<file path="config.mk">
export PLATFORM = sky130hd
export DESIGN_NAME = wrr_pkt_arbiter
export DESIGN_NICKNAME = d
export VERILOG_FILES = /design/src/rtl/wrr_pkt_arbiter.sv
export SDC_FILE = /design/constraint.sdc
export NUM_CORES = 1
export LEC_CHECK = 0
export BUFFER_PORTS_ARGS = -buffer_cell sky130_fd_sc_hd__buf_4
export CORE_ASPECT_RATIO = 1.5
export CORE_MARGIN = 5
export CORE_UTILIZATION = 52
export CTS_CLUSTER_DIAMETER = 40
export CTS_CLUSTER_SIZE = 28
export DETAILED_ROUTE_END_ITERATION = 16
export PLACE_DENSITY_LB_ADDON = 0.25
export SYNTH_ARGS = -nofsm -noshare
export SYNTH_HDL_FRONTEND = slang
export SYNTH_SLANG_ARGS = --single-unit
</file>
<file path="constraint.sdc">
create_clock -name clk -period 2.8 [get_ports clk]
set_input_delay 0.14 -clock clk [delete_from_list [all_inputs] [get_ports clk]]
set_output_delay 0.14 -clock clk [all_outputs]
set_load 0.01 [all_outputs]
</file>
<file path="src/rtl/wrr_pkt_arbiter.sv">
// Purpose: weighted round-robin packet arbiter; locks a grant for whole packets, up to a per-port packet quota.
// Latency: one cycle from request (or end-of-packet) to registered grant; back-to-back grants with no bubble.
// Backpressure: requesters hold req until granted; grant is held until end-of-packet of the granted port.
module wrr_pkt_arbiter #(
    parameter  int N  = 4,
    parameter  int WW = 3,
    localparam int IW = $clog2(N)
) (
    input  logic            clk,
    input  logic            rst_n,
    input  logic [N-1:0]    req,
    input  logic [N-1:0]    last,
    input  logic [N*WW-1:0] weight,
    output logic [N-1:0]    grant,
    output logic [IW-1:0]   grant_id,
    output logic            busy
);

    typedef enum logic {
        IDLE = 1'b0,
        LOCK = 1'b1
    } state_t;

    state_t         state;
    logic [IW-1:0]  ptr;
    logic [WW-1:0]  cnt;
    logic [WW-1:0]  q;

    logic [IW-1:0]  next_port;
    logic [IW-1:0]  search_start;
    logic           found;
    logic [IW-1:0]  win;
    logic [WW-1:0]  win_weight;
    logic [WW-1:0]  win_quota;
    logic           eop;
    logic           keep_port;

    function automatic logic [N-1:0] onehot(input logic [IW-1:0] idx);
        logic [N-1:0] v;
        v      = '0;
        v[idx] = 1'b1;
        return v;
    endfunction

    // Port after the granted one, with an explicit wrap so any N works.
    always_comb begin
        next_port = (grant_id == IW'(N - 1)) ? '0 : grant_id + IW'(1);
    end

    // Round-robin search: from ptr when idle, from the port after the current one at end-of-packet
    // (which naturally leaves the current port last in the order).
    always_comb begin
        int idx;
        idx          = 0;
        found        = 1'b0;
        win          = '0;
        search_start = (state == IDLE) ? ptr : next_port;
        for (int k = 0; k < N; k++) begin
            idx = int'(search_start) + k;
            if (idx > N - 1) begin
                idx = idx - N;
            end
            if (!found && req[idx]) begin
                found = 1'b1;
                win   = IW'(idx);
            end
        end
    end

    // Quota of the winning port; a zero weight still allows one packet.
    always_comb begin
        win_weight = weight[int'(win)*WW +: WW];
        win_quota  = (win_weight == '0) ? WW'(1) : win_weight;
    end

    // End-of-packet is the granted port's last marker; the port keeps the grant only if it still
    // has data and its quota is not yet used up.
    always_comb begin
        eop       = (state == LOCK) && last[grant_id];
        keep_port = req[grant_id] && (({1'b0, cnt} + (WW + 1)'(1)) < {1'b0, q});
    end

    // Grant FSM with registered outputs, pointer, quota and packet counter.
    always_ff @(posedge clk or negedge rst_n) begin
        if (!rst_n) begin
            state    <= IDLE;
            grant    <= '0;
            grant_id <= '0;
            busy     <= 1'b0;
            ptr      <= '0;
            cnt      <= '0;
            q        <= '0;
        end else begin
            case (state)
                IDLE: begin
                    if (found) begin
                        state    <= LOCK;
                        grant    <= onehot(win);
                        grant_id <= win;
                        busy     <= 1'b1;
                        q        <= win_quota;
                        cnt      <= '0;
                    end
                end
                LOCK: begin
                    if (eop) begin
                        if (keep_port) begin
                            cnt <= cnt + WW'(1);
                        end else begin
                            ptr <= next_port;
                            cnt <= '0;
                            if (found) begin
                                grant    <= onehot(win);
                                grant_id <= win;
                                q        <= win_quota;
                            end else begin
                                state    <= IDLE;
                                grant    <= '0;
                                grant_id <= '0;
                                busy     <= 1'b0;
                            end
                        end
                    end
                end
                default: begin
                    state <= IDLE;
                    grant <= '0;
                    busy  <= 1'b0;
                end
            endcase
        end
    end

endmodule

</file>
; Word-level counts from Yosys, hierarchy flattened
; Cells that the tools add are included.
[totals]
register_bits = 16
output_inout_bits = 7
[classes]
add_sub_neg = 10
shift = 1
eq_ne = 5
multipliers = 1
n_bitwise = 2
n_lt_le_gt_ge = 12
n_mux = 60
n_reduce_logical = 15
[ops]
columns = op, n
row1 = $lt 32x4->1 const B, 4
row2 = $mux 32, 4
row3 = $mux 1, 22
row4 = $mux 3, 7
row5 = $mux 2, 10
row6 = $mux 4, 4
row7 = $bmux 1 s2, 6
row8 = $pmux 3 s2, 2
row9 = $shiftx 12x5->3, 1
row10 = $sub 3x3->4 const B, 3
row11 = $gt 3x2->1 const B, 3
row12 = $pmux 4 s2, 1
row13 = $add 2x2->3 const B, 2
row14 = $logic_and 1x1->1, 6
row15 = $lt 2x3->1 const B, 2
row16 = $ne 2x2->1 const B, 3
row17 = $reduce_and 3->1, 2
row18 = $add 3x1->4 const B, 1
row19 = $lt 4x3->1, 1
row20 = $mul 2x2->4 const B, 1
row21 = $pmux 1 s2, 2
row22 = $pmux 2 s2, 1
row23 = $reduce_and 2->1, 2
row24 = $reduce_and 4->1, 1
row25 = other kinds (12), 15

; Logic depth before layout (Yosys ltp)
; Gate-level depths: netlist (run 1).
[logic_depth]
ltp_word = 26
ltp_mapped = 9
depth_no_buf = 9

; Least setup slack after synthesis (run 1)
; No wires, ideal clock.
[synth_path]
path_type = register to register
from = register grant_id[0]
to = register q[0]
setup_slack_ns = 0.227
arrival_ns = 2.449
setup_time_ns = 0.124
required_time_ns = 2.676
stages_incl_launch_ff = 10
cell_sequence = dfrtp_1 -> ha_1 -> or3b_4 -> and4_4 -> buf_6 -> or3_4 -> buf_6 -> o221ai_1 -> a22oi_1 -> o31a_1
[synth_between]
elab_chain_len = 26
word_cells_on_any_way = 62
[synth_rtl]
columns = element, line_no
row1 = "start, declared", 15  ; output logic [IW-1:0] grant_id,
row2 = "start signal, assigned", 99  ; grant_id <= win;
row3 = "start signal, assigned", 114  ; grant_id <= win;
row4 = branches (longest 26 deep; another with $sub 3x3->4), -
row5 = "end signal, assigned", 101  ; q <= win_quota;
row6 = "end signal, assigned", 115  ; q <= win_quota;
row7 = "end, declared", 27  ; logic [WW-1:0] q;
; Several ways; the timed one is not identified. The select of a mux whose other input is x is not followed.
; A chain may end at the register's enable or synchronous reset.

; Final worst setup path (run 1)
; Same ends and word-level chain as after synthesis.

==> reports/qor.txt, run 1 <==
outcome = finished, final reports clean
crit start category = flop
Mapped Avg Cell Area = 9.08 um^2
die area = 3320 um^2
max_cap viols = 0
kind of critical path = reg -> reg
Worst-Skew Late Latency = 290 ps
ant diodes = 0
vias in the first global route = 1079
via count = 1055
Peak supply drop = 695 uV
Bufs on Longest Clock Path = 2
Core Area = 2210 um^2
Lkg Pwr = 0.727 nW
Netlist cell types = 38
CP Max Fanout = 7
final core utilization = 64.9%
Final Wtd Congestion = 0.893
internal power = 832 uW
via/cell ratio = 5.73
Clock power frac = 8.0%
grt ovf = 0
area growth from synthesis to layout = 22.2%
Slew @ Worst Pin = 587 ps
Crit. End Element = flop
Worst Path Required = 2970 ps
Tot Pwr = 1.49 mW
combinational share of power = 65.4%
htree depth = 1
busiest layer in global routing = met2
Worst slew margin = 60.9%
Die Y = 68.1 um
placed inst area = 1400 um^2
Hold WC Path Type = in -> async
Post-DP HPWL = 2.21 mm
# Post-CTS Setup Buffers = 0
fin cells = 184
Reg clk slew, reported paths = 90 ps
fin nets = 189
TNS Setup = 0 ps
met2 usage = 32.8%
initial antenna violation count = 0
chip width = 48.8 um
DRC = 0
NetSw = 656 uW
number of routed nets with antenna violations = 0
largest net degree at the start of global routing = 17
syn_nets = 155
CTS Buf Count = 3
Detailed Routing Iterations Pass 1 = 4
WL/cell = 14.4 um
Mapped Cells = 129
part of the cycle the worst path needs = 94.5%
sequential power share = 26.6%
achievable clock frequency = 378 MHz
Worst EP arrival = 2820 ps
number of cells after detailed placement = 180
CTS tree = yes
unrepaired setup endpoints after global routing = false
post-route cell area = 1430 um^2
Worst Slack Setup Final = 154 ps
skew final = 5.93 ps
I/O Buffers = 28
register bit count reported by yosys = 16
sw frac = 44.1%
clock sinks = 16
1st-iter DRT viols = 21
GRT Total Usage = 17.4%
Rows = 21
Synth Cell Area = 1170 um^2
initial core utilization = 53.1%
Setup violations, final = 0
DRT Wirelength = 2.66 mm
first-pass GRT wire length = 4.60 mm
M1 GR Usage = 19.7%
post_cts resized = 0
hold-fix buffer count after cts = 1
hold slack = 238 ps
GRT met3 Usage = 1.31%
DP Worst Slack = 215 ps
PD cells = 1040 nW/um^2
Yosys Warn Count = 0
Period minus WS final = 2650 ps
final count of hold timing violations = 0
register area share after synthesis = 34.2%
IO Count = 29
clk root buf = clkbuf_4
share of layout cells above drive strength 1 = 26.7%
final-report max-slew violation count = 0
cell families after synthesis:
logic type | count (synthesis) | synth area share [%]
muxes | 10 | 12.0
DFF | 16 | 34.2
and+or+nand+nor | 44 | 18.4
AOI/OAI and AO/OA | 39 | 23.7
buffers and inverters | 15 | 6.73
adders and majority gates | 4 | 4.27
xor gates and xnor gates | 1 | 0.748
layout by cell type (no fill, tap or decap), drive strengths merged, types with 4 or more instances in the layout:
cell     n
a21oi    4
o21ai   10
inv     12
o31ai    7
dfrtp   16
mux2i    5
ha       4
buf     31
nor2     9
nand2b   5
nand2   19
worst paths after layout:
kind                       cells past startpoint       end         from  slack, ps
setup / recovery                               7      q[0]  grant_id[0]        150
max in group asynchronous                      2    cnt[1]        rst_n       2380
hold / removal                                 2    cnt[2]        rst_n        240
setup reg to reg                               7      q[0]  grant_id[0]        150
min in group clk                               4     state       req[0]        260
hold reg to reg                                2  grant[1]     grant[1]        480
layer usage:
layer | part of all wire [%] | up-vias
li1 | - | 540
met1 | 40 | 492
met2 | 55 | 19
met3 | 2.6 | 4
met4 | 1.6 | 0
met5 | 0 | -
Yosys cell counts:
cell        n  share of area (%)
nand2_1    19                6.1
dfrtp_1    16                 34
inv_1      12                3.8
nor2_1      9                2.9
o21ai_0     8                3.4
o31ai_1     7                4.5
mux2i_1     5                4.3
nand2b_1    5                2.7
a21oi_1     4                1.7
ha_1        4                4.3
buf_6       3                2.9
a21o_1      2                1.3
a31oi_1     2                1.1
mux2_2      2                1.9
mux4_1      2                4.5
nand3_1     2               0.85
nor3_1      2               0.85
o21ai_1     2               0.85
o221ai_1    2                1.5
o31a_1      2                1.5
or2_2       2                1.1
a21boi_0    1               0.64
a221o_1     1               0.85
a221oi_1    1               0.75
a22oi_1     1               0.64
a311oi_1    1               0.75
a41o_1      1               0.85
and4_4      1               0.96
mux2_4      1                1.3
nor4_1      1               0.53
o2111ai_1   1               0.75
o2111ai_2   1                1.3
o21a_1      1               0.64
o2bb2ai_1   1               0.75
or3_1       1               0.53
or3_4       1               0.96
or3b_4      1               0.96
xor2_1      1               0.75
power groups by stage:
stage / clock network, mW / logic (mW) / registers [mW]
floorplan: 0 / 0.719 / 0.405
global placement: 0 / 0.943 / 0.392
detailed placement: 0 / 0.979 / 0.399
CTS: 0.123 / 0.981 / 0.395
global route: 0.130 / 1.10 / 0.411
finish: 0.119 / 0.974 / 0.395
flip-flops by register name (all words and copies together) (netlist names):
register,flops
state,1
q,3
ptr,2
grant_id,2
cnt,3
busy,1
grant,4
critical path: stages (launching register included):
cell and delay, ps:
dfrtp_1 470, ha_1 260, or3b_4 390, a21o_1 200, a221oi_1 570, nor2_1 200
mux2i_1 180, o31a_1 250
final cells by class:
cell class	count	area [um^2]
Sequential cell	16	400
Timing Repair Buffer	32	243
Tap cell	23	28.8
Clock buffer	3	22.5
Multi-Input combinational cell	98	692
Inverter	12	45.0
Fill cell	190	776
Power figures use the tool's default switching activity.
==> inputs of run 2 (changes only) <==
--- a/config.mk
+++ b/config.mk
@@ -8,7 +8,8 @@
 export BUFFER_PORTS_ARGS = -buffer_cell sky130_fd_sc_hd__buf_4
 export CORE_ASPECT_RATIO = 1.5
 export CORE_MARGIN = 5
-export CORE_UTILIZATION = 52
+export CORE_UTILIZATION = 49
+export CTS_BUF_LIST = sky130_fd_sc_hd__clkbuf_4
 export CTS_CLUSTER_DIAMETER = 40
 export CTS_CLUSTER_SIZE = 28
 export DETAILED_ROUTE_END_ITERATION = 16
==> constraint.sdc (replaced) <==
create_clock -name clk -period 2.4 [get_ports clk]
set_input_delay 0.12 -clock clk [delete_from_list [all_inputs] [get_ports clk]]
set_output_delay 0.12 -clock clk [all_outputs]
set_load 0.01 [all_outputs]
==> run 2 against run 1 <==
Critical path depth unchanged. Count of clock-buffer cells in the layout unchanged. Total power up 39%. Routed wire length up 13%. Non-clock buffer count up 10. Combinational power up 51%. Setup slack worse by 87 ps. Hold slack worse by 23 ps. Sequential power up 15%. Largest cell class unchanged.
==> reports/qor.txt, run 2 (synthesis results as in run 1) <==
first-pass GRT wire length = 4.84 mm (was 4.60 mm)
Regs by FF count = grant (4), cnt (3), q (3) (unchanged)
cell family with most CP delay = simple AND/OR/NAND/NOR gates (was compound AO/OA/AOI/OAI gates)
max_cap viols = 0 (unchanged)
initial core utilization = 51.8% (was 53.1%)
WL/cell = 15.3 um (was 14.4 um)
IO Count = 29 (unchanged)
Crit. End Element = flop (unchanged)
crit start category = flop (unchanged)
htree depth = 1 (unchanged)
ant diodes = 0 (unchanged)
worst path cell trace = ha_4, or3b_4, a41o_1, or3_4, o2111ai_2, a22oi_1, o31a_1 (was ha_1, or3b_4, a21o_1, a221oi_1, nor2_1, mux2i_1, o31a_1)
Worst slew margin = 79.6% (was 60.9%)
Worst EP arrival = 2510 ps (was 2820 ps)
DRC = 0 (unchanged)
kind of critical path = reg -> reg (unchanged)
number of routed nets with antenna violations = 0 (unchanged)
share of layout cells above drive strength 1 = 36.6% (was 26.7%)
Hold WC Path Type = in -> async (unchanged)
DRT Wirelength = 2.99 mm (was 2.66 mm)
CP Buf/Inv Count = 0 (unchanged)
most common cell after layout, fill and taps aside = buf_4 (unchanged)
Bufs on Longest Clock Path = 2 (unchanged)
Setup violations, final = 0 (unchanged)
number of cells after detailed placement = 188 (was 180)
Period minus WS final = 2330 ps (was 2650 ps)
part of the cycle the worst path needs = 97.2% (was 94.5%)
Lkg Pwr = 0.786 nW (was 0.727 nW)
clock sinks = 16 (unchanged)
outcome = finished, final reports clean (unchanged)
Slew @ Worst Pin = 306 ps (was 587 ps)
CP Max Fanout = 7 (unchanged)
Detailed Routing Iterations Pass 1 = 4 (unchanged)
I/O Buffers = 28 (unchanged)
largest net degree at the start of global routing = 17 (unchanged)
achievable clock frequency = 429 MHz (was 378 MHz)
Peak supply drop = 773 uV (was 695 uV)
commonest non-fill, non-tap cells in the layout = buf_4 (38), nand2_1 (19), dfrtp_1 (14), inv_1 (12), nor2_1 (9) (was buf_4 (31), nand2_1 (19), dfrtp_1 (16), inv_1 (12), nor2_1 (9))
skew final = 3.76 ps (was 5.93 ps)
fin nets = 199 (was 189)
DP Worst Slack = 32.1 ps (was 215 ps)
Slowest-stage cell, CP = or3_4 (was a221oi_1)
CTS tree = yes (unchanged)
via/cell ratio = 6.06 (was 5.73)
area growth from synthesis to layout = 36.2% (was 22.2%)
1st-iter DRT viols = 35 (was 21)
CTS Buf Count = 3 (unchanged)
most flop-heavy register = grant (unchanged)
Post-DP HPWL = 2.34 mm (was 2.21 mm)
Reg clk slew, reported paths = 90 ps (about the same)
grt ovf = 0 (unchanged)
Worst Slack Setup Final = 66.7 ps (was 154 ps)
Reg2Reg Setup Slack = 70 ps (was 150 ps)
Rows = 21 (unchanged)
GRT Total Usage = 17.2% (was 17.4%)
max reg flops = 4 (unchanged)
fill count = 171 (was 190)
PD cells = 1300 nW/um^2 (was 1040 nW/um^2)
unrepaired setup endpoints after global routing = true (was false)
die area = 3490 um^2 (was 3320 um^2)
Final Wtd Congestion = 0.854 (was 0.893)
Worst Path Required = 2580 ps (was 2970 ps)
fin cells = 195 (was 184)
Core Area = 2260 um^2 (was 2210 um^2)
Worst-Skew Late Latency = 280 ps (was 290 ps)
final count of hold timing violations = 0 (unchanged)
vias in the first global route = 1187 (was 1079)
clk root buf = clkbuf_4 (unchanged)
initial antenna violation count = 0 (unchanged)
Die Y = 69.9 um (was 68.1 um)
via count = 1181 (was 1055)
chip width = 49.9 um (was 48.8 um)
final-report max-slew violation count = 0 (unchanged)
Crit path largest cell delay = 460 ps (was 570 ps)
==> run 2: layout make-up <==
class                           instances  area (um^2)  share of cell area, %
Clock buffer                            3         22.5                   1.41
Clock inverter                          1         3.75                  0.235
Inverter                               12         45.0                   2.82
Multi-Input combinational cell         98          763                   47.8
Sequential cell                        16          403                   25.3
Tap cell                               23         28.8                   1.80
Timing Repair Buffer                   42          329                   20.6
==> run 2: repair_timing <==
| item | in CTS | in global routing |
|---|---|---|
| buffers inserted | 0 | 1 |
| setup endpoints to repair | 0 | 9 |
| hold endpoints to repair | 16 | 0 |
| hold buffers | 1 | 0 |
| resized for setup | 0 | 10 |
==> run 2: worst paths after layout <==
kind / from / to / cells past startpoint
max in group asynchronous: rst_n / grant_id[1] / 2
hold reg to reg: grant[1] / grant[1] / 2
hold / removal: rst_n / busy / 2
min in group clk: weight[1] / q[1] / 5
setup reg to reg: grant_id[0] / q[0] / 7
setup / recovery: grant_id[0] / q[0] / 7
==> run 2: worst reg2reg max path, delay by kind of cell (launching register included) <==
family | cells | cell delay, ps
flops | 1 | 440
simple gates | 2 | 840
compound gates | 4 | 780
fa+ha+maj | 1 | 160
==> run 2: per-stage QoR <==
step           utilization [%]  power [mW]  TNS (ps)  hold slack [ps]  instance area [um^2]
2_1_floorplan                -        1.37     -50.4             -176                  1210
3_3_place_gp              66.3        1.73         0            -12.5                  1500
3_5_place_dp              66.3        1.76         0            -6.85                  1500
4_1_cts                   67.9        1.92         0              213                  1540
5_1_grt                   70.6        2.25     -17.1              220                  1600
6_report                  70.6        2.07         0              215                  1600
==> run 2: power by group <==
| part | leakage (nW) | internal, mW | switching [mW] | total, mW |
|---|---|---|---|---|
| clock | 0.0154 | 0.0604 | 0.0814 | 0.142 |
| sequential | 0.196 | 0.383 | 0.0713 | 0.454 |
| combinational | 0.575 | 0.745 | 0.729 | 1.47 |
| total | 0.786 | 1.19 | 0.881 | 2.07 |
==> run 2: layer usage <==
layer,wire [um],global-route usage [%],part of all wire (%),up-vias
li1,-,-,-,565
met1,1110,16.5,37,573
met2,1680,32.0,56,35
met3,126,3.40,4.2,8
met4,82,9.91,2.7,0
met5,0,0,0,-
==> inputs of run 3 (changes only) <==
--- a/config.mk
+++ b/config.mk
@@ -5,14 +5,14 @@
 export SDC_FILE = /design/constraint.sdc
 export NUM_CORES = 1
 export LEC_CHECK = 0
-export BUFFER_PORTS_ARGS = -buffer_cell sky130_fd_sc_hd__buf_4
 export CORE_ASPECT_RATIO = 1.5
 export CORE_MARGIN = 5
-export CORE_UTILIZATION = 49
+export CORE_UTILIZATION = 55
 export CTS_BUF_LIST = sky130_fd_sc_hd__clkbuf_4
 export CTS_CLUSTER_DIAMETER = 40
 export CTS_CLUSTER_SIZE = 28
 export DETAILED_ROUTE_END_ITERATION = 16
+export DONT_BUFFER_PORTS = 1
 export PLACE_DENSITY_LB_ADDON = 0.25
 export SYNTH_ARGS = -nofsm -noshare
 export SYNTH_HDL_FRONTEND = slang
==> run 3 against run 2 <==
Hold slack lost 120 ps. Sequential cell count unchanged. Total power decreased by 7.3%. Sequential share of layout area grew 4.2 points. Core utilization decreased by 3.2 points. Clock power is 13% higher. Final cell count down 14%. Critical path type unchanged. Largest cell class unchanged.
==> reports/qor.txt, run 3 (synthesis results as in run 1) <==
Reg clk slew, reported paths = 100 ps (was 90 ps)
Post-DP HPWL = 2.18 mm (was 2.34 mm)
reg2reg start = grant_id[0] (unchanged)
Min-Delay Endpoint = state
Reg2Reg Setup Slack = 60 ps (was 70 ps)
Period minus WS final = 2340 ps (was 2330 ps)
Worst slew margin = 50.0% (was 79.6%)
CTS Buf Count = 3 (unchanged)
initial antenna violation count = 0 (unchanged)
crit start category = flop (unchanged)
Peak supply drop = 835 uV (was 773 uV)
grt ovf = 0 (unchanged)
WL/cell = 15.6 um (was 15.3 um)
achievable clock frequency = 428 MHz (was 429 MHz)
DRT Wirelength = 2.60 mm (was 2.99 mm)
CTS tree = yes (unchanged)
PD cells = 1400 nW/um^2 (was 1300 nW/um^2)
commonest non-fill, non-tap cells in the layout = nand2_1 (19), dfrtp_1 (14), buf_4 (14), inv_1 (12), nor2_1 (9) (was buf_4 (38), nand2_1 (19), dfrtp_1 (14), inv_1 (12), nor2_1 (9))
Slew @ Worst Pin = 748 ps (was 306 ps)
Critical Path Start = grant_id[0] (unchanged)
Bufs on Longest Clock Path = 2 (unchanged)
IO Count = 29 (unchanged)
skew final = 3.29 ps (was 3.76 ps)
fin nets = 172 (was 199)
TNS Setup = 0 ps (unchanged)
outcome = finished, final reports clean (unchanged)
clk root buf = clkbuf_4 (unchanged)
Hold WC Path Type = in -> reg (was in -> async)
post-route cell area = 1370 um^2 (was 1600 um^2)
DRC = 0 (unchanged)
Die Y = 66.5 um (was 69.9 um)
vias in the first global route = 1106 (was 1187)
Regs by FF count = grant (4), cnt (3), q (3) (unchanged)
final core utilization = 67.4% (was 70.6%)
die area = 3170 um^2 (was 3490 um^2)
worst hold path cell count = 3
1st-iter DRT viols = 12 (was 35)
Crit. End Element = flop (unchanged)
Hold Crit Start = req[0]
Worst Path Required = 2570 ps (was 2580 ps)
fill count = 171 (unchanged)
via count = 1023 (was 1181)
unrepaired setup endpoints after global routing = true (unchanged)
Worst EP arrival = 2510 ps (about the same)
Lkg Pwr = 0.650 nW (was 0.786 nW)
placed inst area = 1300 um^2 (was 1500 um^2)
number of routed nets with antenna violations = 0 (unchanged)
htree depth = 1 (unchanged)
Setup violations, final = 0 (unchanged)
first-pass GRT wire length = 4.68 mm (was 4.84 mm)
Rows = 20 (was 21)
max_cap viols = 0 (unchanged)
Final Wtd Congestion = 0.796 (was 0.854)
kind of critical path = reg -> reg (unchanged)
most common cell after layout, fill and taps aside = nand2_1 (was buf_4)
area growth from synthesis to layout = 16.7% (was 36.2%)
clock sinks = 16 (unchanged)
Worst R2R Path Depth = 7 (unchanged)
final-report max-slew violation count = 0 (unchanged)
via/cell ratio = 6.13 (was 6.06)
CP Max Fanout = 8 (was 7)
share of layout cells above drive strength 1 = 25.5% (was 36.6%)
max reg flops = 4 (unchanged)
part of the cycle the worst path needs = 97.4% (was 97.2%)
most flop-heavy register = grant (unchanged)
chip width = 47.7 um (was 49.9 um)
RR Endpoint = q[0] (unchanged)
GRT Total Usage = 20.2% (was 17.2%)
I/O Buffers = 0 (was 28)
initial core utilization = 57.8% (was 51.8%)
Worst-Skew Late Latency = 280 ps (about the same)
ant diodes = 0 (unchanged)
final count of hold timing violations = 0 (unchanged)
largest net degree at the start of global routing = 17 (unchanged)
Core Area = 2030 um^2 (was 2260 um^2)
Detailed Routing Iterations Pass 1 = 4 (unchanged)
==> run 3: how the worst max path moves through the flow <==
stage,endpoint,slack (ps)
after floorplan,q[0],-50
after global placement,grant_id[0],70
after detailed placement,q[0],10
after CTS,grant_id[0],30
after global routing,q[0],-30
final,q[0],60
==> run 3: layout make-up <==
| type | instances | area, um^2 | area share [%] |
|---|---|---|---|
| Multi-Input combinational cell | 98 | 746 | 54.6 |
| Sequential cell | 16 | 403 | 29.5 |
| Timing Repair Buffer | 15 | 115 | 8.42 |
| Inverter | 12 | 45.0 | 3.30 |
| Clock buffer | 4 | 30.0 | 2.20 |
| Tap cell | 22 | 27.5 | 2.01 |
==> run 3: power by group <==
| group | internal (mW) | switching, mW | leakage, nW | total, mW |
|---|---|---|---|---|
| registers | 0.383 | 0.0870 | 0.196 | 0.470 |
| clock network | 0.0757 | 0.0844 | 0.0184 | 0.160 |
| logic | 0.637 | 0.650 | 0.436 | 1.29 |
| total | 1.10 | 0.822 | 0.650 | 1.92 |
==> run 3: through the flow <==
stage	hold slack [ps]	cells	power (mW)	worst slack, ps
after global placement	-175	161	1.66	68.3
after global routing	83.9	167	2.12	-29.8
after CTS	89.2	166	1.88	25.1
after detailed placement	-175	161	1.70	11.4
final	96.4	167	1.92	62.1
after floorplan	-176	129	1.37	-50.4
==> run 3: worst max-delay path: stages (launching register included) <==
cell and delay [ps]:
dfrtp_2 440, ha_4 160, or3b_4 410, a41o_1 200
or3_4 460, o2111ai_2 210, a22oi_1 110, o31a_1 240
==> run 3: what timing repair did <==
action                                  in CTS  in global routing
endpoints found under the hold margin       16                  0
endpoints found under the setup margin       1                 12
resized for setup                            1                  4
pin swaps                                    0                  5
setup buffers                                0                  1
hold buffers                                 1                  0
==> run 3: layer usage <==
layer  part of all wire, %  track usage [%]  vias up
met5                     0                0        -
met3                   4.4             3.24        6
met1                    38             23.9      477
li1                      -                -      505
met2                    54             33.7       35
met4                   3.2             10.1        0
